File: src/rtl/uart_pkg.sv
// Shared register-map constants and the frame state type used by both
// the receive and transmit sides of uart_mmio.
package uart_pkg;

  localparam logic REG_DATA   = 1'b0;
  localparam logic REG_STATUS = 1'b1;

  localparam int unsigned ST_TX_READY = 0;
  localparam int unsigned ST_RX_AVAIL = 1;
  localparam int unsigned ST_OVF      = 2;
  localparam int unsigned ST_FERR     = 3;

  typedef enum logic [1:0] {
    IDLE  = 2'd0,
    START = 2'd1,
    DATA  = 2'd2,
    STOP  = 2'd3
  } uart_state_e;

endpackage

File: src/rtl/sync_fifo.sv
// Single-clock FIFO with a combinational head. A push is refused when
// full even if a pop happens in the same cycle.
module sync_fifo #(
  parameter int unsigned WIDTH = 8,
  parameter int unsigned DEPTH = 16
) (
  input  logic             clk,
  input  logic             rst,
  input  logic             push,
  input  logic             pop,
  input  logic [WIDTH-1:0] din,
  output logic [WIDTH-1:0] dout,
  output logic             full,
  output logic             empty
);

  localparam int unsigned AW = $clog2(DEPTH);

  logic [WIDTH-1:0] mem [DEPTH];
  logic [AW-1:0]    wptr;
  logic [AW-1:0]    rptr;
  logic [AW:0]      count;
  logic             do_push;
  logic             do_pop;

  assign full    = (count == (AW+1)'(DEPTH));
  assign empty   = (count == '0);
  assign do_push = push & ~full;
  assign do_pop  = pop & ~empty;
  assign dout    = mem[rptr];

  always_ff @(posedge clk) begin
    if (do_push) mem[wptr] <= din;
  end

  always_ff @(posedge clk) begin
    if (rst) begin
      wptr  <= '0;
      rptr  <= '0;
      count <= '0;
    end else begin
      if (do_push) wptr <= wptr + 1'b1;
      if (do_pop)  rptr <= rptr + 1'b1;
      case ({do_push, do_pop})
        2'b10:   count <= count + 1'b1;
        2'b01:   count <= count - 1'b1;
        default: count <= count;
      endcase
    end
  end

endmodule

File: src/rtl/uart_mmio.sv
// Memory-mapped 8N1 UART: 16x oversampled receiver and transmitter,
// each buffered by a sync_fifo, with DATA and STATUS registers.
module uart_mmio
  import uart_pkg::*;
#(
  parameter int unsigned CLK_FREQ   = 50000000,
  parameter int unsigned BAUD       = 9600,
  parameter int unsigned FIFO_DEPTH = 16
) (
  input  logic        clk,
  input  logic        rst,
  input  logic        rxd,
  output logic        txd,
  input  logic        reg_sel,
  input  logic        rd_en,
  input  logic        wr_en,
  input  logic [7:0]  wdata,
  output logic [31:0] rdata
);

  localparam int unsigned DIV_RAW = CLK_FREQ / (BAUD * 16);
  localparam int unsigned DIV     = (DIV_RAW < 1) ? 1 : DIV_RAW;
  localparam int unsigned CW      = (DIV > 1) ? $clog2(DIV) : 1;

  logic [CW-1:0] baud_cnt;
  logic          tick;
  logic          rxd_meta, rxd_s;
  uart_state_e   rx_state, tx_state;
  logic [3:0]    rx_sub, tx_sub;
  logic [2:0]    rx_idx, tx_idx;
  logic [7:0]    rx_shift, tx_shift;
  logic          ovf, ferr;
  logic          rx_done, rx_push, rx_pop, rx_full, rx_empty;
  logic          tx_push, tx_pop, tx_full, tx_empty;
  logic [7:0]    rx_head, tx_head;
  logic          ovf_set, ferr_set, st_clr;

  assign tick = (baud_cnt == CW'(DIV - 1));

  always_ff @(posedge clk) begin
    if (rst || tick) baud_cnt <= '0;
    else             baud_cnt <= baud_cnt + 1'b1;
  end

  always_ff @(posedge clk) begin
    if (rst) begin
      rxd_meta <= 1'b1;
      rxd_s    <= 1'b1;
    end else begin
      rxd_meta <= rxd;
      rxd_s    <= rxd_meta;
    end
  end

  // Mid-bit sampling: half a bit after the start edge, then every 16 ticks.
  always_ff @(posedge clk) begin
    if (rst) begin
      rx_state <= IDLE;
      rx_sub   <= '0;
      rx_idx   <= '0;
      rx_shift <= '0;
    end else begin
      case (rx_state)
        IDLE: if (!rxd_s) begin
          rx_state <= START;
          rx_sub   <= '0;
        end
        START: if (tick) begin
          if (rx_sub == 4'd7) begin
            rx_sub   <= '0;
            rx_idx   <= '0;
            rx_state <= rxd_s ? IDLE : DATA;
          end else rx_sub <= rx_sub + 4'd1;
        end
        DATA: if (tick) begin
          if (rx_sub == 4'd15) begin
            rx_sub   <= '0;
            rx_shift <= {rxd_s, rx_shift[7:1]};
            if (rx_idx == 3'd7) rx_state <= STOP;
            else                rx_idx   <= rx_idx + 3'd1;
          end else rx_sub <= rx_sub + 4'd1;
        end
        STOP: if (tick) begin
          if (rx_sub == 4'd15) begin
            rx_sub   <= '0;
            rx_state <= IDLE;
          end else rx_sub <= rx_sub + 4'd1;
        end
        default: rx_state <= IDLE;
      endcase
    end
  end

  assign rx_done  = (rx_state == STOP) && tick && (rx_sub == 4'd15);
  assign rx_push  = rx_done & rxd_s & ~rx_full;
  assign ovf_set  = rx_done & rxd_s & rx_full;
  assign ferr_set = rx_done & ~rxd_s;
  assign st_clr   = rd_en & (reg_sel == REG_STATUS);
  assign rx_pop   = rd_en & (reg_sel == REG_DATA);
  assign tx_push  = wr_en & (reg_sel == REG_DATA);
  assign tx_pop   = (tx_state == IDLE) & ~tx_empty;

  always_ff @(posedge clk) begin
    if (rst) begin
      ovf  <= 1'b0;
      ferr <= 1'b0;
    end else begin
      if (ovf_set)     ovf <= 1'b1;
      else if (st_clr) ovf <= 1'b0;
      if (ferr_set)    ferr <= 1'b1;
      else if (st_clr) ferr <= 1'b0;
    end
  end

  // txd is registered; the shift register moves right so bit 1 is next out.
  always_ff @(posedge clk) begin
    if (rst) begin
      tx_state <= IDLE;
      tx_sub   <= '0;
      tx_idx   <= '0;
      tx_shift <= '0;
      txd      <= 1'b1;
    end else begin
      case (tx_state)
        IDLE: if (tx_pop) begin
          tx_shift <= tx_head;
          tx_sub   <= '0;
          tx_state <= START;
          txd      <= 1'b0;
        end
        START: if (tick) begin
          if (tx_sub == 4'd15) begin
            tx_sub   <= '0;
            tx_idx   <= '0;
            tx_state <= DATA;
            txd      <= tx_shift[0];
          end else tx_sub <= tx_sub + 4'd1;
        end
        DATA: if (tick) begin
          if (tx_sub == 4'd15) begin
            tx_sub <= '0;
            if (tx_idx == 3'd7) begin
              tx_state <= STOP;
              txd      <= 1'b1;
            end else begin
              tx_idx   <= tx_idx + 3'd1;
              tx_shift <= {1'b0, tx_shift[7:1]};
              txd      <= tx_shift[1];
            end
          end else tx_sub <= tx_sub + 4'd1;
        end
        STOP: if (tick) begin
          if (tx_sub == 4'd15) begin
            tx_sub   <= '0;
            tx_state <= IDLE;
          end else tx_sub <= tx_sub + 4'd1;
        end
        default: tx_state <= IDLE;
      endcase
    end
  end

  sync_fifo #(.WIDTH(8), .DEPTH(FIFO_DEPTH)) u_rx_fifo (
    .clk(clk), .rst(rst), .push(rx_push), .pop(rx_pop), .din(rx_shift),
    .dout(rx_head), .full(rx_full), .empty(rx_empty)
  );

  sync_fifo #(.WIDTH(8), .DEPTH(FIFO_DEPTH)) u_tx_fifo (
    .clk(clk), .rst(rst), .push(tx_push), .pop(tx_pop), .din(wdata),
    .dout(tx_head), .full(tx_full), .empty(tx_empty)
  );

  always_comb begin
    rdata = '0;
    if (reg_sel == REG_DATA) begin
      if (!rx_empty) rdata[7:0] = rx_head;
    end else begin
      rdata[ST_TX_READY] = ~tx_full;
      rdata[ST_RX_AVAIL] = ~rx_empty;
      rdata[ST_OVF]      = ovf;
      rdata[ST_FERR]     = ferr;
    end
  end

endmodule
File: config.mk
export PLATFORM = sky130hd
export DESIGN_NAME = uart_mmio
export DESIGN_NICKNAME = d
export VERILOG_FILES = /design/src/rtl/uart_pkg.sv /design/src/rtl/sync_fifo.sv /design/src/rtl/uart_mmio.sv
export SDC_FILE = /design/constraint.sdc
export NUM_CORES = 1
export LEC_CHECK = 0
export BUFFER_PORTS_ARGS = -buffer_cell sky130_fd_sc_hd__buf_2
export CORE_ASPECT_RATIO = 0.7
export CORE_MARGIN = 3
export CORE_UTILIZATION = 40
export DETAILED_ROUTE_END_ITERATION = 8
export PLACE_DENSITY = 0.65
export RECOVER_POWER = 25
export REMOVE_ABC_BUFFERS = 1
export SYNTH_ARGS = -nofsm -noshare
export SYNTH_HDL_FRONTEND = slang
export SYNTH_HIERARCHICAL = 1
export SYNTH_SLANG_ARGS = --single-unit
File: constraint.sdc
create_clock -name clk -period 6.6 [get_ports clk]
set_clock_uncertainty 0.1 [all_clocks]
set_input_delay 0.99 -clock clk [delete_from_list [all_inputs] [get_ports clk]]
set_output_delay 0.99 -clock clk [all_outputs]
set_load 0.005 [all_outputs]
== Yosys cells after proc, flatten, opt, wreduce, memory -nomap -nowiden ==
Memories as Yosys holds them, arrays and structs flattened. A register that Yosys moved wholly into a read port is not among the register bits.
Index checks and enable logic that the tools add are counted.

* Register bits after elaboration: 74
* Latch bits: 0
* Memory bits (writable): 256
* Memory bits (read-only): 0
* Input bits: 14
* Output and inout bits: 33
* Word-level logic and storage cells: 186
* Memories: 2

{| class="wikitable"
|+ Memory list
! memory !! depth !! bits a word !! read ports !! clocked after memory_dff !! wr ports !! RTL line !! source
|-
| u_rx_fifo.mem || 16 || 8 || 1 || 1 || 1 || sync_fifo.sv:19 || <nowiki>logic [WIDTH-1:0] mem [DEPTH];</nowiki>
|-
| u_tx_fifo.mem || 16 || 8 || 1 || 1 || 1 || sync_fifo.sv:19 ||
|}

* Add/sub/neg operators: 13
* Multiply operators: 0
* Divide/modulo/power cells: 0
* $lt $le $gt $ge: 0
* Equal/unequal tests: 38
* Shift-type cells: 0
* Multiplexer cells: 69
* Bitwise logic cells: 18
* Reductions and logical operators: 26

{| class="wikitable"
|+ Operator list
! operator !! count
|-
| two-way mux 4 bit || 14
|-
| two-way mux 8 bit || 5
|-
| two-way mux 2 bit || 17
|-
| inequality test 2 bit, second input constant || 17
|-
| two-way mux 3 bit || 10
|-
| adder 4 x 1 -> 4 bit, second input constant || 6
|-
| case mux 5 bit (2 select lines) || 2
|-
| AND reduction 6 bit || 3
|-
| case mux 2 bit (4 select lines) || 2
|-
| case mux 8 bit (2 select lines) || 1
|-
| AND reduction 8 bit || 2
|-
| nonzero test 2 bit || 7
|-
| two-way mux 1 bit || 13
|-
| AND 1 bit || 12
|-
| equality test 2 bit, second input constant || 6
|-
| case mux 3 bit (2 select lines) || 2
|-
| case mux 4 bit (3 select lines) || 1
|-
| adder 5 x 1 -> 5 bit, second input constant || 2
|-
| equality test 5 bit, second input constant || 2
|-
| logical NOT 5 bit || 2
|-
| subtractor 5 x 1 -> 5 bit, second input constant || 2
|-
| adder 9 x 1 -> 9 bit, second input constant || 1
|-
| equality test 9 bit, second input constant || 1
|-
| equality test 2 x 1 -> 1 bit, second input constant || 4
|-
| other kinds (17) || 30
|}

== Depth between registers and ports, before layout ==
Gate-level depths: netlist of run 1.

* Depth in word-level cells: 8
* Mapped depth: 16
* Mapped depth without buffers: 15

== Hierarchy ==
Netlist of run 1, hierarchy kept.

{| class="wikitable"
|+ By module, submodules not included
! module !! instances !! cells an instance !! area an instance (µm²) !! seq. area each (µm²)
|-
| sync_fifo || 2 || 330 || 5,891.9 || 4,184.0
|-
| uart_mmio || 1 || 317 || 2,805.2 || 960.9
|}

== Least setup slack after synthesis of run 1 ==
OpenSTA, ideal clock, no wires.

* Path kind: reg-to-reg
* Start: register baud_cnt[3]
* End: register u_rx_fifo.count[4]
* Setup time: 0.129 ns
* Arrival time: 3.209 ns
* Required time: 6.371 ns
* Path slack: 3.161 ns
* Cell stages (with the launch flop): 15
* Buffers on the path: 2
* Period minus slack after synthesis: 3.439 ns
* Cell sequence: dfxtp_1 or4b_1 buf_6 nor3_1 nand3_1 nor2_1 o21a_4 inv_1 ha_1 clkbuf_1 xor2_1 ha_1 o31ai_1 o22ai_1 nand4bb_1

* Word-level cells in the longest chain between the ends: 8
* Elaborated cells on any way between the ends: 10
* Those cells by class: 3 x eq/ne; 1 x mux; 3 x bitwise; 3 x reduce/logical

{| class="wikitable"
|+ Ends and longest elaborated chain
! element !! RTL line !! source
|-
| from (decl) || uart_mmio.sv:25 || <nowiki>logic [CW-1:0] baud_cnt;</nowiki>
|-
| from (signal assigned) || uart_mmio.sv:42 || <nowiki>else baud_cnt <= baud_cnt + 1'b1;</nowiki>
|-
| equality test 9 bit (*) || uart_mmio.sv:38 || <nowiki>assign tick = (baud_cnt == CW'(DIV - 1));</nowiki>
|-
| logical AND 1 bit (*) (2 in a row) || uart_mmio.sv:94 || <nowiki>assign rx_done = (rx_state == STOP) && tick && (rx_sub == 4'd15);</nowiki>
|-
| AND 1 bit (*) (2 in a row) || uart_mmio.sv:95 || <nowiki>assign rx_push = rx_done & rxd_s & ~rx_full;</nowiki>
|-
| named net rx_push || uart_mmio.sv:33 || <nowiki>logic rx_done, rx_push, rx_pop, rx_full, rx_empty;</nowiki>
|-
| AND 1 bit (*) || sync_fifo.sv:28 || <nowiki>assign do_push = push & ~full;</nowiki>
|-
| equality test 2 x 1 -> 1 bit or equality test 2 bit (tied branches) || sync_fifo.sv:44 || <nowiki>case ({do_push, do_pop})</nowiki>
|-
| case mux 5 bit (2 select lines) or nonzero test 2 bit (tied branches) || n/a ||
|-
| to (signal assigned) || sync_fifo.sv:45 || <nowiki>2'b10: count <= count + 1'b1;</nowiki>
|-
| to (signal assigned) || sync_fifo.sv:46 || <nowiki>2'b01: count <= count - 1'b1;</nowiki>
|-
| to (signal assigned) || sync_fifo.sv:47 || <nowiki>default: count <= count;</nowiki>
|-
| to (decl) || sync_fifo.sv:22 || <nowiki>logic [AW:0] count;</nowiki>
|}

The timed path passes the listed nets; every way through them passes the cells marked *.
A chain may end at the register's enable or synchronous reset.

== Worst setup path after layout of run 1 ==
Same ends and word-level chain as after synthesis.

==> flow_metrics.tcl, run 1 <==
set metrics [dict create \
    wl_per_cell_um 19.3 \
    cts_tree "yes" \
    vdd_ir_drop_max_uv 273 \
    slowest_stage "or4b_1" \
    critPathTopFamily "simple AND/OR/NAND/NOR gates" \
    slowest_delay_ns 0.73 \
    hold_buffers 0 \
    final.setup.tns_ns 0 \
    crit_fanout 12 \
    n_antenna_cell 0 \
    syn_to_final_growth_pct 11.5 \
    antenna_found_initial 0 \
    max-clock-path-buffers 3 \
    min_period_over_period_pct 60.4 \
    numClockSinks 338 \
    cts-buffers-inserted 31 \
    worstSetupPathType "flip-flop to flip-flop" \
    synth-edff-count 256 \
    rsz0062_at_grt "no" \
    outcome "complete, no violations" \
    syn-instance-count 977 \
    vias 8116 \
    finalSetupViolCount 0 \
    syn-cell-area_um2 14600 \
    placed_area_um2 15000 \
    cp.arrival_ns 4.32 \
    setup_ws_ns 2.61 \
    postCtsSetupBuffers 0 \
    clk_pin_slew_ns 0.07 \
    critical_path_depth 12 \
    relSlewSlack_pct 16.9 \
    grt_first_pass_wirelength_um 45700 \
    fin_crit_ns 3.99 \
    ant_nets 0 \
    setup.worst_path.start_class "flip-flop" \
    end_kind "flip-flop" \
    avgSynthCellArea_um2 14.9 \
    yosys_warnings 6 \
    max_cap_viol_count 0 \
    cts_resized 0 \
    pre_cts_ws_ns 2.63 \
    floorplan.die.height_um 166 \
    initial_core_util_pct 41.3 \
    dp.cells 1424 \
    fin_cells 1483 \
    hold_depth 1 \
    nNetsFinal 1029 \
    drive_above_1_share_pct 17.7 \
    fp.coreArea_um2 35300 \
    path_buf_inv 1 \
    wl_um 28600 \
    clockRootBuffer "clkbuf_16" \
    ys_seq_elements 338 \
    max_freq_mhz 251 \
    crit_top_cell "ha_1" \
    r2r_cells 12 \
    port_buffers 22 \
    placementRows 57 \
    ys.flop_type "edfxtp_1" \
    grt_pass1_vias 7819 \
    drc_errors 0 \
    htreeDepth 1 \
    grt_max_degree 64 \
    yosysSeqAreaShare_pct 63.9 \
    grt_util_all_layers_pct 14.9 \
    leakagePower_nw 5.54 \
    clock_latency_ns 0.57 \
    hpwl_um 19000 \
    fin_area_um2 16300 \
    die_x_um 234 \
    cp_data_required_time_ns 6.93 \
    ys_types 80 \
    p_per_area_nw_per_um2 330 \
    crit_chain "or4b_1 -> nor3_1 -> nand3_1 -> nor2_1 -> o21a_4 -> inv_1 -> ha_1 -> xor2_1 -> ha_1 -> o31ai_1 -> o22ai_1 -> nand4bb_1" \
    dieArea_um2 38800 \
    overflow 0 \
    hold_violations 0 \
    drtIter0Drc 773 \
    tightest_slew_ns 1.24 \
    async_flop_share_pct 0 \
    dr.pass1.iters 5 \
    final_max_slew_viol_count 0 \
    avgViaCountPerCell 5.47 \
    hold_path_class "flip-flop to flip-flop" \
    place_congestion 0.754 \
    io_pins 47 \
]
-- flip-flops by register name, indices dropped and copies added, names as in the netlist, 2 cells and up, named ones only --
signal / cells
baud_cnt: 9
rx_idx: 3
rx_shift: 8
rx_sub: 4
tx_idx: 3
tx_shift: 8
tx_state: 2
tx_sub: 4
u_rx_fifo/count: 5
u_rx_fifo/mem: 128
u_rx_fifo/rptr: 4
u_rx_fifo/wptr: 4
u_tx_fifo/count: 5
u_tx_fifo/mem: 128
u_tx_fifo/rptr: 4
u_tx_fifo/wptr: 4
-- power by group --
group	internal, mW	switching [mW]	leakage, nW
clock	1.39	0.785	0.610
sequential	2.33	0.0549	3.00
combinational	0.306	0.498	1.92
-- layout make-up --
type                            count  area (um2)
Fill cell                        3001       19000
Sequential cell                   338        9330
Inverter                           19        71.3
Tap cell                          472         591
Clock buffer                       36         815
Clock inverter                     22         450
Timing Repair Buffer               34         190
Multi-Input combinational cell    562        4820
-- stage by stage --
stage          hold WS (ns)  total power [mW]  utilization [%]
4_1_cts               0.378              5.41             46.1
3_5_place_dp          0.368              3.23             42.5
6_report              0.361              5.36             46.1
5_1_grt               0.396              5.61             46.1
3_3_place_gp          0.357              3.21             42.5
2_1_floorplan         0.289              3.02                -
-- worst register-to-register path, cell delays in order, from the launching register on --
cell	delay, ns
dfxtp_1	0.38
or4b_1	0.74
nor3_1	0.39
nand3_1	0.12
nor2_1	0.35
o21a_4	0.24
inv_1	0.06
ha_1	0.33
xor2_1	0.20
ha_1	0.27
o31ai_1	0.31
o22ai_1	0.14
nand4bb_1	0.21
-- logic make-up (layout without fill, tap and decap cells) --
kind of cell,after synthesis,in the layout,share of synthesized area (%)
mux,89,89,11.6
fa+ha+maj,29,29,2.49
compound gates,140,140,7.74
xor+xnor,21,21,1.26
other cells,1,24,0.0257
buf+inv,100,111,3.61
flops,338,338,63.9
simple gates,259,259,9.33
-- cell usage in the layout, fill, tap and decap left out, types with 18 or more instances in the layout --
cell type / synthesis / layout
xor2_1: 18 / 18
a21oi_1: 18 / 18
conb_1: 1 / 24
edfxtp_1: 256 / 256
clkbuf_16: 0 / 31
a22oi_1: 32 / 32
mux2i_1: 25 / 25
ha_1: 29 / 29
nor2_1: 87 / 87
nand2_1: 54 / 54
mux4_2: 64 / 64
dfxtp_1: 82 / 80
-- path summary, 6_finish.rpt --
kind	startpoint	to	slack (ns)
setup / recovery	baud_cnt[3]	u_rx_fifo/count[4]	2.61
hold / removal	rxd_meta	rxd_s	0.36
setup reg to reg	baud_cnt[3]	u_rx_fifo/count[4]	2.61
hold reg to reg	rxd_meta	rxd_s	0.36
-- synth_stat cells, types with 5 or more instances --
library cell	n	share of area (%)
inv_1	17	0.44
a21oi_1	18	0.62
a22oi_1	32	1.6
o2111ai_1	5	0.30
edfxtp_1	256	53
o21ai_0	14	0.48
mux2i_1	25	1.7
nor3_1	17	0.58
nand2_1	54	1.4
dfxtp_1	82	11
nor2_1	87	2.2
clkbuf_1	34	0.87
nand3b_1	6	0.31
mux4_2	64	9.9
nand2b_1	10	0.43
a311oi_1	5	0.30
nor2b_1	12	0.51
xor2_1	18	1.1
and3_1	7	0.30
buf_2	10	0.34
o211ai_1	8	0.41
nand4_1	5	0.21
buf_4	25	1.3
nand3_1	14	0.48
and2_1	9	0.39
ha_1	29	2.5
buf_1	6	0.15
buf_6	6	0.46
-- per-layer routing --
layer	part of all wire (%)	GRT usage, %	vias up
li1	-	-	3764
met1	50	24.3	4143
met2	43	20.5	182
met3	5.8	3.33	27
met4	1.1	2.31	0
met5	0	0	-
Power figures use the tool's default switching activity.
==> run 2, diff against run 1 <==
- PLACE_DENSITY: 0.65 -> 0.67
- clock period: 6.6 -> 3.2 ns (I/O delays scaled with it)
==> run 2 against run 1 <==
- sequential share of layout area shrank 0.86 points
- clock-buffer cell count grew 11
- largest cell class unchanged
- critical endpoint unchanged
- first-iteration DRC count shrank 16%
- worst hold slack lost 0.31 ns
==> flow_metrics.tcl, run 2 (synthesized netlist as in run 1, its figures left out) <==
set metrics [dict create \
    hold_depth 2 \
    antenna_found_initial 0 \
    grt_util_all_layers_pct 15.4 \
    setup_ws_ns 0.126 \
    clk_pin_slew_ns 0.06 \
    overflow 0 \
    hold_path_class "primary input to flip-flop" \
    met1_usage_pct 23.8 \
    placementRows 57 \
    leakagePower_nw 5.74 \
    dr.pass1.iters 5 \
    postCtsSetupBuffers 0 \
    drtIter0Drc 648 \
    numClockSinks 338 \
    cp_data_required_time_ns 3.49 \
    hold_violations 0 \
    wl_per_cell_um 19.1 \
    met3_usage_pct 3.48 \
    vdd_ir_drop_max_uv 381 \
    grt_pass1_vias 8259 \
    nNetsFinal 1090 \
    clock_latency_ns 0.52 \
    setup.worst_path.start_class "flip-flop" \
    wl_um 29600 \
    reg2reg_slack_ns 0.13 \
    grt_first_pass_wirelength_um 47000 \
    n_antenna_cell 0 \
    max-clock-path-buffers 3 \
    whs_endpoint "rxd_meta" \
    nFillCells 3014 \
    rr_endpoint "u_rx_fifo/count[4]" \
    tightest_slew_ns 0.882 \
    min_from "rxd" \
    relSlewSlack_pct 41.0 \
    floorplan.die.height_um 166 \
    worstSetupPathType "flip-flop to flip-flop" \
    hpwl_um 19600 \
    min_period_over_period_pct 96.1 \
    grt_max_degree 45 \
    p_per_area_nw_per_um2 632 \
    syn_to_final_growth_pct 13.2 \
    fin_cells 1544 \
    max_freq_mhz 325 \
    htreeDepth 2 \
    fp.coreArea_um2 35300 \
    most-common-layout-cells "256 x edfxtp_1, 85 x nor2_1, 80 x dfxtp_1" \
    vias 8291 \
    cp.arrival_ns 3.36 \
    hold_buffers 0 \
    outcome "complete, no violations" \
    cts-buffers-inserted 34 \
    busiest_layer "met1" \
    ant_nets 0 \
    dieArea_um2 38800 \
    max_cap_viol_count 0 \
    grt_use_met2_pct 21.8 \
    cts_tree "yes" \
    initial_core_util_pct 41.3 \
    crit_fanout 4 \
    pre_cts_ws_ns -0.0554 \
    drive_above_1_share_pct 21.7 \
    end_kind "flip-flop" \
    final_max_slew_viol_count 0 \
    avgViaCountPerCell 5.37 \
    power_mw 10.4 \
    place_congestion 0.790 \
    dp.cells 1483 \
    clockRootBuffer "clkbuf_16" \
    rsz0062_at_grt "yes" \
    top_regs "u_rx_fifo/mem (128), u_tx_fifo/mem (128), baud_cnt (9)" \
    drc_errors 0 \
    final_common_cell "edfxtp_1" \
    finalSetupViolCount 0 \
    die_x_um 234 \
    fin_crit_ns 3.07 \
    port_buffers 22 \
    r2r_cells 14 \
    r2r-start "baud_cnt[5]" \
    io_pins 47 \
]
-- run 2: changes by cell type in the layout (fill, tap and decap cells not counted), sizes merged --
cell,before,now
bufinv,13,1
buf,26,84
clkbuf,44,55
clkinv,7,11
-- run 2: worst max path at each step --
stage | slack (ns) | start | end | depth (start not counted)
4_1_cts | 0.03 | baud_cnt[5] | u_rx_fifo/count[4] | 13
6_report | 0.13 | baud_cnt[5] | u_rx_fifo/count[4] | 14
3_5_place_dp | -0.06 | baud_cnt[5] | u_rx_fifo/count[4] | 13
3_3_place_gp | 0.03 | baud_cnt[5] | u_rx_fifo/count[4] | 13
2_1_floorplan | -0.21 | baud_cnt[3] | u_rx_fifo/count[4] | 12
5_1_grt | -0.06 | baud_cnt[5] | u_rx_fifo/count[4] | 14
-- run 2: report_power, final --
part / internal, mW / switching [mW] / total, mW
Clock: 2.10 / 1.63 / 3.73
Combinational: 0.734 / 1.09 / 1.82
Sequential: 4.80 / 0.0930 / 4.89
Total: 7.64 / 2.80 / 10.4
-- run 2: critical path: stages, from the launching register on --
cell	delay, ns
dfxtp_1	0.32
or4b_4	0.57
nor3_4	0.19
buf_4	0.14
nand3_1	0.09
nor2_2	0.19
o21a_4	0.15
inv_1	0.04
ha_2	0.20
xor2_1	0.18
ha_2	0.24
nand2_1	0.08
o21ai_2	0.20
nor3_1	0.07
nand4bb_1	0.17
-- run 2: repair_timing --
| action | in CTS | in global routing |
|---|---|---|
| pin swaps | 0 | 4 |
| resized for setup | 3 | 7 |
| setup endpoints to repair | 1 | 3 |
-- run 2: metal layers --
layer	up-vias	share of wire [%]
met5	-	0
met4	0	1.9
met3	46	6.4
met2	223	43
met1	4164	48
li1	3858	-
-- run 2: per-stage QoR --
step / setup TNS (ns) / instance area, um2 / util [%] / hold slack (ns)
after floorplan: -0.363 / 14200 / - / 0.289
after global placement: 0 / 15500 / 43.8 / 0.323
after detailed placement: -0.0554 / 15500 / 43.8 / 0.320
after CTS: 0 / 16500 / 46.7 / 0.0279
after global routing: -0.0628 / 16500 / 46.8 / 0.0465
final: 0 / 16500 / 46.8 / 0.0538
-- run 2: layout make-up --
class	count	area (um2)	area share, %
Sequential cell	338	9330	56.5
Clock buffer	47	921	5.58
Inverter	19	71.3	0.432
Tap cell	472	591	3.58
Timing Repair Buffer	92	651	3.94
Multi-Input combinational cell	562	4850	29.4
Clock inverter	14	98.8	0.598
==> run 3, diff against run 2 <==
- PLACE_DENSITY: 0.67 -> default
- PLACE_DENSITY_LB_ADDON: default -> 0.15
==> run 3 against run 2 <==
- cell count rose by 0.58%
- via count is 0.24% higher
- critical path depth down 8
==> flow_metrics.tcl, run 3 (synthesized netlist as in run 1, its figures left out) <==
set metrics [dict create \
    outcome "complete, no violations" \
    min_period_over_period_pct 94.1 \
    die_x_um 234 \
    multi_input_area_um2 4840 \
    final_max_slew_viol_count 0 \
    drtIter0Drc 597 \
    crit_fanout 11 \
    dieArea_um2 38800 \
    crit_top_cell "nand2_1" \
    n_antenna_cell 0 \
    drive_above_1_share_pct 22.4 \
    worstSetupPathType "flip-flop to primary output" \
    wl_um 31000 \
    vdd_ir_drop_max_uv 400 \
    finalSetupViolCount 0 \
    grt_util_all_layers_pct 16.3 \
    hold_violations 0 \
    floorplan.die.height_um 166 \
    grt_max_degree 34 \
    vias 8311 \
    leakagePower_nw 5.82 \
    initial_core_util_pct 41.3 \
    hold_path_class "primary input to flip-flop" \
    max_freq_mhz 332 \
    dp.cells 1486 \
    nFillCells 3033 \
    nNetsFinal 1096 \
    final_common_cell "edfxtp_1" \
    max_cap_viol_count 0 \
    clock_latency_ns 0.53 \
    relSlewSlack_pct 43.3 \
    clockRootBuffer "clkbuf_16" \
    ant_nets 0 \
    hold_depth 2 \
    io_pins 47 \
    hpwl_um 20600 \
    fin_crit_ns 3.01 \
    avgViaCountPerCell 5.35 \
    antenna_found_initial 0 \
    cp_data_required_time_ns 2.62 \
    slowest_delay_ns 0.55 \
    tightest_slew_ns 0.851 \
    drc_errors 0 \
    cp.arrival_ns 2.43 \
    grt_first_pass_wirelength_um 48400 \
    rsz0062_at_grt "no" \
    port_buffers 22 \
    cts_tree "yes" \
    max-clock-path-buffers 3 \
    hold_buffers 0 \
    end_kind "primary output" \
    crit_chain "mux4_2 -> a22oi_1 -> nand2_1 -> nand2_1 -> o21ai_0 -> buf_2" \
    p_per_area_nw_per_um2 648 \
    slowest_stage "mux4_2" \
    seq_area_um2 9330 \
    final.setup.tns_ns 0 \
    cts-buffers-inserted 36 \
    place_congestion 0.736 \
    r2r_cells 13 \
    fp.coreArea_um2 35300 \
    dr.pass1.iters 5 \
    htreeDepth 2 \
    clk_pin_slew_ns 0.06 \
    top_regs "u_rx_fifo/mem (128), u_tx_fifo/mem (128), baud_cnt (9)" \
    most-common-layout-cells "256 x edfxtp_1, 86 x nor2_1, 80 x dfxtp_1" \
    overflow 0 \
    numClockSinks 338 \
    fin_cells 1553 \
    grt_pass1_vias 8085 \
    placementRows 57 \
    syn_to_final_growth_pct 14.6 \
    setup.worst_path.start_class "flip-flop" \
    wl_per_cell_um 20.0 \
]
-- run 3: cell count changes in the layout (fill, tap and decap cells not counted), sizes merged --
cell / change
inv: -2
buf: +4
bufinv: +2
clkinv: +2
clkbuf: +3
-- run 3: routing by layer --
layer / up-vias / part of all wire [%] / global-route usage [%]
met2: 184 / 41 / 22.0
li1: 3900 / - / -
met3: 37 / 5.5 / 3.09
met1: 4190 / 52 / 26.7
met5: - / 0 / 0
met4: 0 / 1.5 / 3.70
-- run 3: cell type report --
type	instances	share of cell area [%]
repair buffers	96	4.17
multi-input cells	562	29.0
clock buffers	50	6.08
clock inverters	16	0.966
well taps	472	3.53
flip-flops and latches	338	55.8
inverters	19	0.427
-- run 3: path summary, 6_finish.rpt --
path                             startpoint                  to  slack (ns)
worst min-delay path                    rxd            rxd_meta        0.07
worst min register to register     rxd_meta               rxd_s        0.31
worst max register to register  baud_cnt[5]  u_rx_fifo/count[4]        0.20
worst max-delay path              flip-flop            rdata[0]        0.19
-- run 3: what timing repair did --
item	in CTS	in global routing
setup endpoints to repair	5	3
buffers inserted	0	1
pin swaps	0	3
resized for setup	4	6
cloned	0	0
-- run 3: stage by stage --
step	hold slack, ns	total power [mW]	cell area, um2	setup slack, ns	util, %
detailed placement	0.293	6.78	15500	-0.0563	43.9
floorplan	0.289	6.23	14200	-0.213	-
global placement	0.296	6.77	15500	0.0555	43.9
global route	0.0463	11.4	16700	0.0263	47.3
CTS	0.0386	11.0	16700	0.00195	47.3
finish	0.0675	10.8	16700	0.190	47.3
-- run 3: critical path: cells and delay by family (launching register included) --
kind	cells	cell delay, ns
DFF	1	0.50
and+or+nand+nor	2	0.26
muxes	1	0.55
AOI/OAI and AO/OA	2	0.40
buffers and inverters	1	0.18
-- run 3: power by group --
part	switching (mW)	leakage, nW	internal (mW)
registers	0.112	3.00	4.80
logic	1.05	2.25	0.741
clock network	1.66	0.564	2.47
